`config.mk`:
```
export PLATFORM = sky130hd
export DESIGN_NAME = uart_fifo_core
export DESIGN_NICKNAME = d
export VERILOG_FILES = /design/src/rtl/uart_fifo_core.sv
export SDC_FILE = /design/constraint.sdc
export NUM_CORES = 1
export LEC_CHECK = 0
export ABC_CLOCK_PERIOD_IN_PS = 2600
export CAP_MARGIN = 20
export CELL_PAD_IN_SITES_DETAIL_PLACEMENT = 2
export CELL_PAD_IN_SITES_GLOBAL_PLACEMENT = 2
export CORE_ASPECT_RATIO = 0.75
export CORE_MARGIN = 1.5
export CORE_UTILIZATION = 42
export CTS_CLUSTER_SIZE = 14
export DETAILED_ROUTE_END_ITERATION = 10
export PLACE_DENSITY_LB_ADDON = 0.15
export SLEW_MARGIN = 5
export SYNTH_ARGS = -nofsm -noshare
export SYNTH_HDL_FRONTEND = slang
export SYNTH_SLANG_ARGS = --single-unit
```
`constraint.sdc`:
```
create_clock -name i_clk -period 2.6 [get_ports i_clk]
set_clock_uncertainty 0.15 [all_clocks]
set_input_delay 0.26 -clock i_clk [delete_from_list [all_inputs] [get_ports i_clk]]
set_output_delay 0.26 -clock i_clk [all_outputs]
set_load 0.03 [all_outputs]
```
`src/rtl/uart_fifo_core.sv`:
```
// uart_fifo_core: full-duplex UART with per-direction FIFOs, optional parity,
// 16x-oversampled receiver and one-cycle error pulses.

// Synchronous FIFO. The parent qualifies wr/rd; this block only moves pointers.
// Pointers carry one extra MSB so full and empty are told apart on wrap.
module uart_fifo #(
  parameter  int W     = 8,
  parameter  int DEPTH = 16,
  localparam int AW    = $clog2(DEPTH)
) (
  input  logic          clk,
  input  logic          reset,
  input  logic          wr,
  input  logic [W-1:0]  wdata,
  input  logic          rd,
  output logic [W-1:0]  rdata,
  output logic          empty,
  output logic          full,
  output logic [AW:0]   count
);
  logic [W-1:0] mem [DEPTH];
  logic [AW:0]  wr_ptr, rd_ptr;

  // pointer update; read and write on the same cycle are both honoured
  always_ff @(posedge clk) begin
    if (reset) begin
      wr_ptr <= '0;
      rd_ptr <= '0;
    end else begin
      if (wr) wr_ptr <= wr_ptr + 1'b1;
      if (rd) rd_ptr <= rd_ptr + 1'b1;
    end
  end

  // storage; contents are don't-care until written, so no reset
  always_ff @(posedge clk) begin
    if (wr) mem[wr_ptr[AW-1:0]] <= wdata;
  end

  assign count = wr_ptr - rd_ptr;
  assign empty = (wr_ptr == rd_ptr);
  assign full  = (wr_ptr[AW] != rd_ptr[AW]) && (wr_ptr[AW-1:0] == rd_ptr[AW-1:0]);
  // first-word fall-through head, forced to zero while empty
  assign rdata = empty ? '0 : mem[rd_ptr[AW-1:0]];
endmodule

module uart_fifo_core #(
  parameter int clk_speed  = 100_000000,
  parameter int baudrate   = 921600,
  parameter int D_BITS     = 8,
  parameter int SP_BITS    = 1,
  parameter int PARITY     = 0,
  parameter int FIFO_DEPTH = 16
) (
  input  logic                          i_clk,
  input  logic                          reset,
  input  logic                          i_rx,
  output logic                          o_tx,
  input  logic [D_BITS-1:0]             tx_data,
  input  logic                          tx_wr,
  output logic                          tx_full,
  output logic                          tx_busy,
  output logic [D_BITS-1:0]             rx_data,
  input  logic                          rx_rd,
  output logic                          rx_empty,
  output logic [$clog2(FIFO_DEPTH):0]   rx_count,
  output logic                          rx_frame_err,
  output logic                          rx_parity_err,
  output logic                          rx_overrun
);
  localparam int CW    = $clog2(FIFO_DEPTH) + 1;
  // rounded divide: clocks per oversample tick
  localparam int DIV_R = (clk_speed + baudrate * 8) / (baudrate * 16);
  localparam int DIV   = (DIV_R < 1) ? 1 : DIV_R;
  localparam int DW    = (DIV > 1) ? $clog2(DIV) : 1;

  localparam logic [2:0] S_IDLE  = 3'd0;
  localparam logic [2:0] S_START = 3'd1;
  localparam logic [2:0] S_DATA  = 3'd2;
  localparam logic [2:0] S_PAR   = 3'd3;
  localparam logic [2:0] S_STOP  = 3'd4;

  // parity bit that makes the frame odd (1) or even (2)
  function automatic logic par_of(input logic [D_BITS-1:0] d);
    return (PARITY == 1) ? ~(^d) : (^d);
  endfunction

  // ---------------------------------------------------------------- tick
  logic [DW-1:0] div_cnt;
  logic          tick;

  // free-running divider, one tick every DIV clocks
  always_ff @(posedge i_clk) begin
    if (reset)                           div_cnt <= '0;
    else if (div_cnt == DW'(DIV - 1))    div_cnt <= '0;
    else                                 div_cnt <= div_cnt + 1'b1;
  end

  assign tick = (div_cnt == DW'(DIV - 1));

  // ---------------------------------------------------------------- TX
  logic              tx_push, tx_pop, tx_empty;
  logic [D_BITS-1:0] tx_head;
  logic [CW-1:0]     tx_count;

  logic [2:0]        tx_st;
  logic [3:0]        tx_sc;      // tick within current bit
  logic [3:0]        tx_bit;     // data / stop bit index
  logic [D_BITS-1:0] tx_sh;
  logic              tx_par;
  logic              tx_arm;     // waiting for the tick that opens the start bit
  logic              tx_line;
  logic              tx_last_stop;

  assign tx_push      = tx_wr && !tx_full;
  assign tx_last_stop = (tx_st == S_STOP) && tick && (tx_sc == 4'hF) &&
                        (tx_bit == 4'(SP_BITS - 1));
  assign tx_pop       = !tx_empty && ((tx_st == S_IDLE) || tx_last_stop);

  uart_fifo #(.W(D_BITS), .DEPTH(FIFO_DEPTH)) u_tx_fifo (
    .clk   (i_clk),
    .reset (reset),
    .wr    (tx_push),
    .wdata (tx_data),
    .rd    (tx_pop),
    .rdata (tx_head),
    .empty (tx_empty),
    .full  (tx_full),
    .count (tx_count)
  );

  // TX serialiser: every line change lands on a tick, 16 ticks per bit
  always_ff @(posedge i_clk) begin
    if (reset) begin
      tx_st   <= S_IDLE;
      tx_sc   <= '0;
      tx_bit  <= '0;
      tx_sh   <= '0;
      tx_par  <= 1'b0;
      tx_arm  <= 1'b0;
      tx_line <= 1'b1;
    end else begin
      case (tx_st)
        S_IDLE: begin
          if (!tx_empty) begin
            tx_st  <= S_START;
            tx_sh  <= tx_head;
            tx_par <= par_of(tx_head);
            tx_arm <= 1'b1;
            tx_sc  <= '0;
          end
        end
        S_START: begin
          if (tick) begin
            if (tx_arm) begin
              tx_arm  <= 1'b0;
              tx_line <= 1'b0;
              tx_sc   <= '0;
            end else if (tx_sc == 4'hF) begin
              tx_st   <= S_DATA;
              tx_bit  <= '0;
              tx_sc   <= '0;
              tx_line <= tx_sh[0];
            end else begin
              tx_sc <= tx_sc + 4'd1;
            end
          end
        end
        S_DATA: begin
          if (tick) begin
            tx_sc <= tx_sc + 4'd1;
            if (tx_sc == 4'hF) begin
              if (tx_bit == 4'(D_BITS - 1)) begin
                tx_bit <= '0;
                if (PARITY != 0) begin
                  tx_st   <= S_PAR;
                  tx_line <= tx_par;
                end else begin
                  tx_st   <= S_STOP;
                  tx_line <= 1'b1;
                end
              end else begin
                tx_bit  <= tx_bit + 4'd1;
                tx_sh   <= tx_sh >> 1;
                tx_line <= tx_sh[1];
              end
            end
          end
        end
        S_PAR: begin
          if (tick) begin
            tx_sc <= tx_sc + 4'd1;
            if (tx_sc == 4'hF) begin
              tx_st   <= S_STOP;
              tx_bit  <= '0;
              tx_line <= 1'b1;
            end
          end
        end
        S_STOP: begin
          if (tick) begin
            tx_sc <= tx_sc + 4'd1;
            if (tx_sc == 4'hF) begin
              if (tx_bit == 4'(SP_BITS - 1)) begin
                tx_bit <= '0;
                if (!tx_empty) begin
                  // queued byte: start bit follows stop with no idle gap
                  tx_st   <= S_START;
                  tx_sh   <= tx_head;
                  tx_par  <= par_of(tx_head);
                  tx_arm  <= 1'b0;
                  tx_line <= 1'b0;
                end else begin
                  tx_st <= S_IDLE;
                end
              end else begin
                tx_bit <= tx_bit + 4'd1;
              end
            end
          end
        end
        default: begin
          tx_st   <= S_IDLE;
          tx_line <= 1'b1;
        end
      endcase
    end
  end

  assign o_tx    = tx_line;
  assign tx_busy = (tx_count != '0) || (tx_st != S_IDLE);

  // ---------------------------------------------------------------- RX
  logic [1:0]        rx_pipe;
  logic              rx_s;
  logic [2:0]        rx_st;
  logic [3:0]        rx_sc;
  logic [3:0]        rx_bit;
  logic [D_BITS-1:0] rx_sh;
  logic              rx_pbit;

  logic rx_stop_smp, rx_bad_par, rx_wr_req, rx_do_rd, rx_push, rx_full;

  // two-flop synchroniser for the asynchronous line; idles high
  always_ff @(posedge i_clk) begin
    if (reset) rx_pipe <= 2'b11;
    else       rx_pipe <= {rx_pipe[0], i_rx};
  end

  assign rx_s = rx_pipe[1];

  // RX sampler: confirm start at mid-bit, then sample every 16 ticks
  always_ff @(posedge i_clk) begin
    if (reset) begin
      rx_st   <= S_IDLE;
      rx_sc   <= '0;
      rx_bit  <= '0;
      rx_sh   <= '0;
      rx_pbit <= 1'b0;
    end else begin
      case (rx_st)
        S_IDLE: begin
          if (!rx_s) begin
            rx_st <= S_START;
            rx_sc <= '0;
          end
        end
        S_START: begin
          if (tick) begin
            if (rx_sc == 4'd7) begin
              rx_sc  <= '0;
              rx_bit <= '0;
              // line back high by mid-bit: a glitch, not a start bit
              rx_st  <= rx_s ? S_IDLE : S_DATA;
            end else begin
              rx_sc <= rx_sc + 4'd1;
            end
          end
        end
        S_DATA: begin
          if (tick) begin
            rx_sc <= rx_sc + 4'd1;
            if (rx_sc == 4'hF) begin
              rx_sh <= {rx_s, rx_sh[D_BITS-1:1]};
              if (rx_bit == 4'(D_BITS - 1)) rx_st <= (PARITY != 0) ? S_PAR : S_STOP;
              else                          rx_bit <= rx_bit + 4'd1;
            end
          end
        end
        S_PAR: begin
          if (tick) begin
            rx_sc <= rx_sc + 4'd1;
            if (rx_sc == 4'hF) begin
              rx_pbit <= rx_s;
              rx_st   <= S_STOP;
            end
          end
        end
        S_STOP: begin
          if (tick) begin
            rx_sc <= rx_sc + 4'd1;
            // only the first stop bit is checked, then straight back to idle
            if (rx_sc == 4'hF) rx_st <= S_IDLE;
          end
        end
        default: rx_st <= S_IDLE;
      endcase
    end
  end

  assign rx_stop_smp = (rx_st == S_STOP) && tick && (rx_sc == 4'hF);
  assign rx_bad_par  = (PARITY != 0) && (rx_pbit != par_of(rx_sh));
  assign rx_wr_req   = rx_stop_smp && rx_s && !rx_bad_par;
  assign rx_do_rd    = rx_rd && !rx_empty;
  // a pop in the same cycle frees the slot, so a full FIFO still accepts
  assign rx_push     = rx_wr_req && (!rx_full || rx_do_rd);

  uart_fifo #(.W(D_BITS), .DEPTH(FIFO_DEPTH)) u_rx_fifo (
    .clk   (i_clk),
    .reset (reset),
    .wr    (rx_push),
    .wdata (rx_sh),
    .rd    (rx_do_rd),
    .rdata (rx_data),
    .empty (rx_empty),
    .full  (rx_full),
    .count (rx_count)
  );

  // error pulses, mutually exclusive: frame > parity > overrun
  always_ff @(posedge i_clk) begin
    if (reset) begin
      rx_frame_err  <= 1'b0;
      rx_parity_err <= 1'b0;
      rx_overrun    <= 1'b0;
    end else begin
      rx_frame_err  <= rx_stop_smp && !rx_s;
      rx_parity_err <= rx_stop_smp && rx_s && rx_bad_par;
      rx_overrun    <= rx_wr_req && rx_full && !rx_do_rd;
    end
  end
endmodule
```
== Word level (Yosys, flattened, before mapping) ==
Memory sizes are Yosys's and may differ from the RTL's. A register that Yosys moved wholly into a read port is not among the register bits.
Index checks and enable logic that the tools add are counted.
Word-level totals
  memory bits (writable): 256
  output and inout bits: 20
  register bits after elaboration: 67
  word-level logic and storage cells: 215
  bits of input ports: 13
  memories kept: 2
Operators by class
  reductions and logical operators: 48
  bitwise logic cells: 1
  muxes and demuxes: 87
  $add $sub $neg: 11
  equality and inequality tests: 48
Memory list
  u_rx_fifo.mem: words 16, bits a word 8, read ports 1, clocked after Yosys merged registers in 1, wr ports 1, line 21  | logic [W-1:0] mem [DEPTH];
  u_tx_fifo.mem: words 16, bits a word 8, read ports 1, clocked after Yosys merged registers in 1, wr ports 1, line 21
Operator list (number)
  4-bit two-way mux: 28
  3-bit two-way mux: 22
  8-bit two-way mux: 8
  2-bit inequality test (second input constant): 23
  3-bit one-hot mux with 5 select lines: 2
  4-bit one-hot mux with 3 select lines: 2
  8-bit one-hot mux with 3 select lines: 1
  5-bit by 1-bit adder with 5-bit output (second input constant): 4
  1-bit two-way mux: 19
  4-bit by 1-bit adder with 4-bit output (second input constant): 4
  4-bit one-hot mux with 4 select lines: 1
  1-bit logical AND: 15
  3-bit nonzero test: 5
  7-bit AND reduction: 2
  3-bit by 2-bit equality test with 1-bit output (second input constant): 4
  4-bit by 3-bit equality test with 1-bit output (second input constant): 3
  12-bit AND reduction: 1
  11-bit AND reduction: 1
  5-bit equality test: 2
  10-bit AND reduction: 1
  5-bit subtractor: 2
  3-bit equality test (second input constant): 3
  4-bit equality test: 2
  4-bit equality test (second input constant): 2
  23 further kinds: 38

== Depth between registers and ports, before layout ==
Gate-level depths: netlist of the first run.
  depth after elaboration: 8
  gate-level depth with buffers: 8
  gate-level depth less buffers: 7

== Hierarchy ==
Synthesis of the first run repeated with hierarchy kept, for this count alone.
Unflattened totals
  cell total of the unflattened synthesis: 894
  area, all modules: 14064.7 µm²
By module, submodules not included
  uart_fifo: cells each 297, times used 2, area an instance 5758.0 µm²
  uart_fifo_core: cells each 300, times used 1, area an instance 2548.7 µm²

== Least setup slack after synthesis of the first run ==
OpenSTA, ideal clock, no wires.
  path kind: register to register
  start point: reg div_cnt[0]
  end point: mem u_rx_fifo.mem[15][0], enable pin
  buffers on the path: 1
  required time: 2.049 ns
  setup time: 0.401 ns
  cell stages (with the launch flop): 7
  arrival time: 2.173 ns
  period minus slack after synthesis: 2.724 ns
  slack: -0.124 ns
  path through: dfxtp_1 inv_1 ha_1 and2_1 clkbuf_1 nand4_1 nor4_1
Between the ends
  longest elaborated chain between the ends: 7
RTL lines
  from (decl): line 89  | logic [DW-1:0] div_cnt;
  from (signal assigned): line 96  | else div_cnt <= div_cnt + 1'b1;
  3-bit equality test: line 99  | assign tick = (div_cnt == DW'(DIV - 1));
  1-bit logical AND (2 in a row): line 311  | assign rx_stop_smp = (rx_st == S_STOP) && tick && (rx_sc == 4'hF);
  1-bit logical AND
  1-bit logical AND: line 316  | assign rx_push = rx_wr_req && (!rx_full || rx_do_rd);
  1-bit two-way mux: line 37  | if (wr) mem[wr_ptr[AW-1:0]] <= wdata;
  1-bit two-way mux (implied by the code): line 37
  to (decl): line 21
No other way between the ends.

==> out/metrics.json, run 1 <==
{
  "outcome": "finished, violations left",
  "violations": "setup timing",
  "mostFrequentLayoutCell": "sky130_fd_sc_hd__edfxtp_1",
  "antennaDiodeCount": 0,
  "drc": 0,
  "tritoncts.num_buffers": 34,
  "yosysWarnings": 0,
  "initial_core_util_pct": 42.70,
  "reg2reg_slack_ns": 0.08,
  "area.growth.synth_to_final_pct": 20.16,
  "buffer_ports.inserted": 31,
  "number_of_nets_at_the_end_of_the_flow": 1059,
  "worst_setup_path_endpoint": "rx_data[2]",
  "cts_root_buf": "sky130_fd_sc_hd__clkbuf_16",
  "cp_slowest_stage_delay_ns": 0.53,
  "maxSlewViolCount": 0,
  "use_met1_pct": 34.54,
  "synth.top_cell.area_share_pct": 55.49,
  "p_leak_nw": 5.559,
  "cp_data_required_time_ns": 2.19,
  "io_pins": 33,
  "synth.largest_area_cell": "sky130_fd_sc_hd__edfxtp_1",
  "timing.critical_path.mode_cell": "sky130_fd_sc_hd__mux4_2",
  "hold_class": "primary input to flip-flop",
  "synthesis.area_um2": 13850,
  "syn-mean-instance-area_um2": 15.39,
  "global_route_wire_length_before_repair_um": 59730,
  "cts_tree": "built",
  "r2r.worst_path.cells": 12,
  "clock_sink_count": 331,
  "leading_register_cell_type_out_of_synthesis": "sky130_fd_sc_hd__edfxtp_1",
  "crit_reg_reg_startpoint": "u_tx_fifo.rd_ptr[1]",
  "numPlacedInstances": 1418,
  "grt.met2_usage_pct": 38.10,
  "synth.top_cells.by_area": "sky130_fd_sc_hd__edfxtp_1 (55%), sky130_fd_sc_hd__dfxtp_1 (11%), sky130_fd_sc_hd__mux4_2 (10%)",
  "synthCells": 900,
  "most_crowded_layer_gr": "met2",
  "clock.fmax_ghz": 0.3489,
  "via_count": 8422,
  "placementRows": 57,
  "ant_nets": 0,
  "final_hold_viol_count": 0,
  "post_cts_hold_buffer_count": 0,
  "slowest_stage": "sky130_fd_sc_hd__mux4_2",
  "critical_path.max_fanout": 8,
  "end_kind": "output pin",
  "pre_cts_ws_ns": -0.2334,
  "power.density_nw_per_um2": 756.6,
  "layout-drive-gt1-share_pct": 26.42,
  "vias_in_the_first_global_route": 9264,
  "synth_top_family_by_area": "multiplexers",
  "ys_async_sr_fraction_pct": 0,
  "crit_chain": "buf_8 -> mux4_2 -> mux4_2 -> nor2b_1 -> buf_2",
  "design.core.area_um2": 32450,
  "die_area_um2": 34100,
  "drtPass1Iterations": 5,
  "final_cell_mix": "sky130_fd_sc_hd__edfxtp_1 (256), sky130_fd_sc_hd__buf_4 (92), sky130_fd_sc_hd__nor2_1 (80), sky130_fd_sc_hd__dfxtp_1 (67), sky130_fd_sc_hd__mux4_2 (62)",
  "antenna_found_initial": 1,
  "number_of_levels_the_h_tree_was_split_into": 2,
  "synth-seq-area-share_pct": 66.32,
  "finalSetupViolCount": 9,
  "fin_hold_ws_ns": 0.1503,
  "drv.max_cap_violation_count": 0,
  "grt_max_degree": 65,
  "synth_cell_types": 70,
  "rd_place_congestion": 0.8304,
  "grt_usage_pct": 23.99,
  "synth-edff-count": 256,
  "clockBufferDepth": 3,
  "synth-adder-area-share_pct": 2.402,
  "drt-initial-drc-count": 588,
  "post_drt_via_cell_ratio": 5.679,
  "unrepaired_setup_endpoints_after_global_routing": "true",
  "worstPathArrival_ns": 2.46,
  "postPlaceCellArea_um2": 15260,
  "synth_compound_gate_area_share_pct": 5.897,
  "grt_overflow_total": 0,
  "ir_worst_vdd_mv": 0.5730,
  "category_of_the_worst_setup_path_launch_point": "flip-flop",
  "worstSkewPairLatency_ns": 0.53,
  "shortest_period_the_worst_path_allows_ns": 2.866,
  "flip_flop_and_latch_count_after_synthesis": 331,
  "worst_slew_pin_tran_ns": 0.7726,
  "synth-xor-area-share_pct": 1.580,
  "chipWidth_um": 212.7,
  "synth.mux.area_fraction_pct": 12.97,
  "worst-setup-path-type": "flip-flop to output pin",
  "detailedPlacementHpwl_um": 26940,
  "clkSlewWorstSetupHoldPaths_ns": 0.06,
  "die_extent_in_y_um": 160.3,
  "wire_per_inst_um": 26.64,
  "simple_gate_area_share_of_the_yosys_netlist_pct": 8.570,
  "worst_slack_ns": -0.2663,
  "slew-limit-headroom_pct": 48.33,
  "drt_wl_total_um": 39510,
  "groute.layer.met3.usage_pct": 4.282,
  "period_share_pct": 110.2,
  "timing.rr.end": "tx_sh[6]",
  "syn_nets": 939,
  "post-route-cell-area_um2": 16650,
  "layoutNonFillerInstCount": 1483
}
-- per-layer routing --
metal  up-vias  part of all wire [%]
met5         -                 0.033
met4         2                   1.7
met3        53                   4.5
met2       190                    47
met1      4462                    46
li1       3715                     -
-- cell usage after synthesis (7+ instances only) --
| cell | number |
|---|---|
| sky130_fd_sc_hd__a21oi_1 | 37 |
| sky130_fd_sc_hd__inv_1 | 26 |
| sky130_fd_sc_hd__o21ai_0 | 12 |
| sky130_fd_sc_hd__dfxtp_1 | 75 |
| sky130_fd_sc_hd__xnor2_1 | 19 |
| sky130_fd_sc_hd__nand2b_1 | 15 |
| sky130_fd_sc_hd__mux2i_1 | 40 |
| sky130_fd_sc_hd__nor2_1 | 81 |
| sky130_fd_sc_hd__buf_2 | 7 |
| sky130_fd_sc_hd__nor3_1 | 26 |
| sky130_fd_sc_hd__clkbuf_1 | 28 |
| sky130_fd_sc_hd__a221oi_1 | 12 |
| sky130_fd_sc_hd__mux4_2 | 62 |
| sky130_fd_sc_hd__ha_1 | 25 |
| sky130_fd_sc_hd__nand3_1 | 18 |
| sky130_fd_sc_hd__nand2_1 | 29 |
| sky130_fd_sc_hd__edfxtp_1 | 256 |
| sky130_fd_sc_hd__nor2b_1 | 15 |
-- registers in the layout, indices dropped and copies added (netlist names), 3 cells and up, named ones only --
register and count:
tx_st 3, tx_sc 4, u_rx_fifo.rd_ptr 5, rx_st 3
rx_sc 4, tx_sh 8, u_tx_fifo.wr_ptr 5, u_rx_fifo.mem 128
u_tx_fifo.mem 128, rx_bit 4, div_cnt 3, rx_sh 8
u_tx_fifo.rd_ptr 5, tx_bit 4, u_rx_fifo.wr_ptr 5
-- worst max-delay path: cells and delay by family (launching register included) --
kind,cells,cell delay [ns]
buffers and inverters,2,0.35
multiplexers,2,1.01
AND/OR/NAND/NOR,1,0.15
flip-flops,1,0.42
-- cell families (layout without fill, tap and decap cells) --
logic type,Yosys count,after routing
buffers and inverters,72,213
multiplexers,102,102
AND/OR/NAND/NOR,233,233
AO/OA/AOI/OAI,110,110
adder cells (fa/ha/maj),26,26
XOR/XNOR,25,25
flip-flops,331,331
other,1,1
-- worst min path at each step --
| stage | start | end | cells after the start |
|---|---|---|---|
| floorplan | tx_data[0] | u_tx_fifo.mem[0][0] | 0 |
| global placement | rx_pipe[0] | rx_pipe[1] | 1 |
| detailed placement | rx_pipe[0] | rx_pipe[1] | 1 |
| CTS | i_rx | rx_pipe[0] | 2 |
| global route | i_rx | rx_pipe[0] | 2 |
| finish | i_rx | rx_pipe[0] | 2 |
-- through the flow --
step / utilization, % / total power, mW / TNS, ns
5_1_grt: 51.30 / 13.05 / -2.822
3_3_place_gp: 47.04 / 7.536 / -1.213
3_5_place_dp: 47.04 / 7.658 / -2.329
4_1_cts: 50.80 / 12.58 / -2.790
6_report: 51.30 / 12.60 / -2.152
2_1_floorplan: - / 7.046 / -2.880
-- area by class of cell --
cell class	instances	area (µm²)
clock inverter	11	123.9
tap	442	553.0
fill	2920	15800
multi-input combinational	497	4593
sequential	331	9201
inverter	27	101.3
clock buffer	46	945.9
timing repair buffer	129	1129
-- power by group --
part           internal (mW)  switching, mW  total (mW)
combinational          0.846           1.03        1.88
sequential              5.79          0.123        5.92
clock                   2.76           2.05        4.80
-- what timing repair did --
action | 4_1_cts | 5_1_grt
cloned | 1 | 0
pin swaps | 8 | 11
buffers inserted | 3 | 5
resized for setup | 90 | 33
endpoints found under the setup margin | 50 | 170
(Power assumes the default switching activity.)
==> run 2, diff against run 1 <==
ABC_CLOCK_PERIOD_IN_PS = 2800   (was 2600)
CORE_UTILIZATION = 45   (was 42)
SKIP_CTS_REPAIR_TIMING = 1   (was not set)
clock period = 2.8 ns   (was 2.6 ns; I/O delays follow)
==> run 2 against run 1 <==
Critical path depth is the same. Flip-flop and latch count is the same. The flow still finishes with violations (setup timing). Cell count shrank 4.7%. Via count grew 0.13%. Critical path type unchanged. Hold slack lost 0.098 ns. Clock power shrank 4%.
==> out/metrics.json, run 2 (same netlist as run 1, synthesis figures left out) <==
{
  "outcome": {"value": "finished, violations left", "change": "unchanged"},
  "violations": {"value": "setup timing", "change": "unchanged"},
  "drc": {"value": 0, "change": "unchanged"},
  "number_of_levels_the_h_tree_was_split_into": {"value": 2, "change": "unchanged"},
  "post-route-cell-area": {"value": 16310, "unit": "µm²", "change": "was 16650 µm²"},
  "detailedPlacementHpwl": {"value": 26400, "unit": "µm", "change": "was 26940 µm"},
  "timing.hold.worst_endpoint": {"value": "div_cnt[2]", "change": "was rx_pipe[0]"},
  "worst-setup-path-type": {"value": "flip-flop to output pin", "change": "unchanged"},
  "clockBufferDepth": {"value": 3, "change": "unchanged"},
  "grt_usage": {"value": 25.69, "unit": "%", "change": "was 23.99%"},
  "cts_tree": {"value": "built", "change": "unchanged"},
  "rd_place_congestion": {"value": 0.8278, "change": "was 0.8304"},
  "ir_worst_vdd": {"value": 0.5896, "unit": "mV", "change": "was 0.5730 mV"},
  "clock.fmax_ghz": 0.3378,
  "power.density": {"value": 711.4, "unit": "nW/µm²", "change": "was 756.6 nW/µm²"},
  "p_leak": {"value": 5.478, "unit": "nW", "change": "was 5.559 nW"},
  "category_of_the_worst_setup_path_launch_point": {"value": "flip-flop", "change": "unchanged"},
  "drv.max_cap_violation_count": {"value": 0, "change": "unchanged"},
  "finalSetupViolCount": {"value": 9, "change": "unchanged"},
  "wire_per_inst": {"value": 28.35, "unit": "µm", "change": "was 26.64 µm"},
  "mostFrequentLayoutCell": {"value": "sky130_fd_sc_hd__edfxtp_1", "change": "unchanged"},
  "clock_sink_count": {"value": 331, "change": "unchanged"},
  "chipWidth": {"value": 205.6, "unit": "µm", "change": "was 212.7 µm"},
  "via_count": {"value": 8433, "change": "was 8422"},
  "grt_overflow_total": {"value": 0, "change": "unchanged"},
  "grt_max_degree": {"value": 45, "change": "was 65"},
  "design_power_total": {"value": 11.60, "unit": "mW", "change": "was 12.60 mW"},
  "tritoncts.num_buffers": {"value": 34, "change": "unchanged"},
  "cp_data_required_time": {"value": 2.37, "unit": "ns", "change": "was 2.19 ns"},
  "r2r.worst_path.cells": {"value": 8, "change": "was 12"},
  "area.growth.synth_to_final": {"value": 17.70, "unit": "%", "change": "was 20.16%"},
  "timing.critical_path.mode_cell": {"value": "sky130_fd_sc_hd__mux4_2", "change": "unchanged"},
  "worstPathArrival": {"value": 2.53, "unit": "ns", "change": "was 2.46 ns"},
  "holdPathStages": {"value": 2, "change": "unchanged"},
  "antenna_found_initial": {"value": 0, "change": "was 1"},
  "slowest_stage": {"value": "sky130_fd_sc_hd__mux4_2", "change": "unchanged"},
  "crit_reg_reg_startpoint": {"value": "u_rx_fifo.rd_ptr[1]", "change": "was u_tx_fifo.rd_ptr[1]"},
  "layout-drive-gt1-share": {"value": 23.08, "unit": "%", "change": "was 26.42%"},
  "worst_slack": {"value": -0.1605, "unit": "ns", "change": "was -0.2663 ns"},
  "cp_slowest_stage_delay": {"value": 0.52, "unit": "ns", "change": "was 0.53 ns"},
  "vias_in_the_first_global_route": {"value": 9070, "change": "was 9264"},
  "clkSlewWorstSetupHoldPaths": {"value": 0.06, "unit": "ns", "change": "about the same"},
  "shortest_period_the_worst_path_allows_ns": 2.960,
  "hold_class": {"value": "primary input to flip-flop", "change": "unchanged"},
  "slew-limit-headroom": {"value": 53.13, "unit": "%", "change": "was 48.33%"},
  "global_route_wire_length_before_repair": {"value": 59020, "unit": "µm", "change": "was 59730 µm"},
  "end_kind": {"value": "output pin", "change": "unchanged"},
  "die_area": {"value": 31860, "unit": "µm²", "change": "was 34100 µm²"},
  "number_of_nets_at_the_end_of_the_flow": {"value": 1029, "change": "was 1059"},
  "initial_core_util": {"value": 45.86, "unit": "%", "change": "was 42.70%"},
  "worstSkewPairLatency": {"value": 0.54, "unit": "ns", "change": "was 0.53 ns"},
  "cts_root_buf": {"value": "sky130_fd_sc_hd__clkbuf_16", "change": "unchanged"},
  "worst_slew_pin_tran": {"value": 0.7008, "unit": "ns", "change": "was 0.7726 ns"},
  "numPlacedInstances": {"value": 1347, "change": "was 1418"},
  "unrepaired_setup_endpoints_after_global_routing": {"value": "true", "change": "unchanged"},
  "post_drt_via_cell_ratio": {"value": 5.968, "change": "was 5.679"},
  "crit_chain": {"value": "clkbuf_16 -> mux4_2 -> mux4_2 -> nor2b_1 -> buf_4", "change": "was buf_8 -> mux4_2 -> mux4_2 -> nor2b_1 -> buf_2"},
  "design.core.area": {"value": 30210, "unit": "µm²", "change": "was 32450 µm²"},
  "drt_wl_total": {"value": 40060, "unit": "µm", "change": "was 39510 µm"},
  "drt-initial-drc-count": {"value": 786, "change": "was 588"},
  "die_extent_in_y": {"value": 155.0, "unit": "µm", "change": "was 160.3 µm"},
  "final_setup_tns": {"value": -1.003, "unit": "ns", "change": "was -2.152 ns"},
  "drtPass1Iterations": {"value": 5, "change": "unchanged"},
  "final_util": {"value": 53.98, "unit": "%", "change": "was 51.30%"},
  "min_from": {"value": "reset", "change": "was i_rx"},
  "final_cell_mix": {"value": "sky130_fd_sc_hd__edfxtp_1 (256), sky130_fd_sc_hd__nor2_1 (80), sky130_fd_sc_hd__dfxtp_1 (70), sky130_fd_sc_hd__mux4_2 (62), sky130_fd_sc_hd__buf_4 (62)", "change": "was sky130_fd_sc_hd__edfxtp_1 (256), sky130_fd_sc_hd__buf_4 (92), sky130_fd_sc_hd__nor2_1 (80), sky130_fd_sc_hd__dfxtp_1 (67), sky130_fd_sc_hd__mux4_2 (62)"},
  "reg2reg_slack": {"value": 0.12, "unit": "ns", "change": "was 0.08 ns"},
  "io_pins": {"value": 33, "change": "unchanged"},
  "postPlaceCellArea": {"value": 14960, "unit": "µm²", "change": "was 15260 µm²"},
  "layoutNonFillerInstCount": {"value": 1413, "change": "was 1483"},
  "buffer_ports.inserted": {"value": 31, "change": "unchanged"},
  "antennaDiodeCount": {"value": 0, "change": "unchanged"},
  "critical_path.max_fanout": {"value": 7, "change": "was 8"},
  "timing.rr.end": {"value": "u_rx_fifo.mem[4][0]", "change": "was tx_sh[6]"},
  "ant_nets": {"value": 0, "change": "unchanged"},
  "final_hold_viol_count": {"value": 0, "change": "unchanged"},
  "maxSlewViolCount": {"value": 0, "change": "unchanged"},
  "placementRows": {"value": 55, "change": "was 57"},
  "period_share_pct": 105.7,
  "fin_hold_ws": {"value": 0.05224, "unit": "ns", "change": "was 0.1503 ns"},
  "pre_cts_ws": {"value": -0.09007, "unit": "ns", "change": "was -0.2334 ns"}
}
==> run 2: cell types whose count changed in the layout (fill, tap and decap cells not counted), sizes merged <==
cell,before,now
buf,111,77
dlymetal6s2s,0,5
clkbuf,47,51
clkinv,9,7
bufinv,2,3
clkdlybuf4s15,1,0
dlygate4sd2,1,0
inv,27,28
==> run 2: worst max-delay path: cells and delay by family, from the launching register on <==
kind,cells,cell delay [ns]
buffers and inverters,2,0.37
flip-flops,1,0.44
multiplexers,2,1.02
AND/OR/NAND/NOR,1,0.15
==> run 2: worst max path at each step <==
| stage | from | to | slack, ns | cells past startpoint |
|---|---|---|---|---|
| 3_3_place_gp | flip-flop | rx_data[0] | -0.01 | 5 |
| 5_1_grt | flip-flop | rx_data[5] | -0.22 | 5 |
| 2_1_floorplan | div_cnt[0] | u_rx_fifo.mem[15][0] | 0.08 | 6 |
| 4_1_cts | flip-flop | rx_data[5] | -0.68 | 5 |
| 6_report | flip-flop | rx_data[6] | -0.16 | 5 |
| 3_5_place_dp | flip-flop | rx_data[5] | -0.09 | 5 |
==> run 2: layout make-up <==
class | count | area, µm²
Fill cell | 2660 | 13900
Sequential cell | 331 | 9203
Multi-Input combinational cell | 497 | 4487
Clock buffer | 49 | 958.4
Timing Repair Buffer | 99 | 912.1
Tap cell | 399 | 499.2
Clock inverter | 11 | 146.4
Inverter | 27 | 101.3
==> run 2: routing by layer <==
metal | vias up | global-route usage [%] | share of wire [%]
met5 | - | 0 | 0
met1 | 4467 | 36.32 | 45
met4 | 0 | 6.500 | 2.1
met2 | 244 | 41.11 | 48
met3 | 71 | 4.902 | 5.0
li1 | 3651 | - | -
==> run 2: power breakdown <==
part / switching (mW) / internal (mW)
Clock: 1.92 / 2.68
Sequential: 0.126 / 5.38
Combinational: 0.850 / 0.644
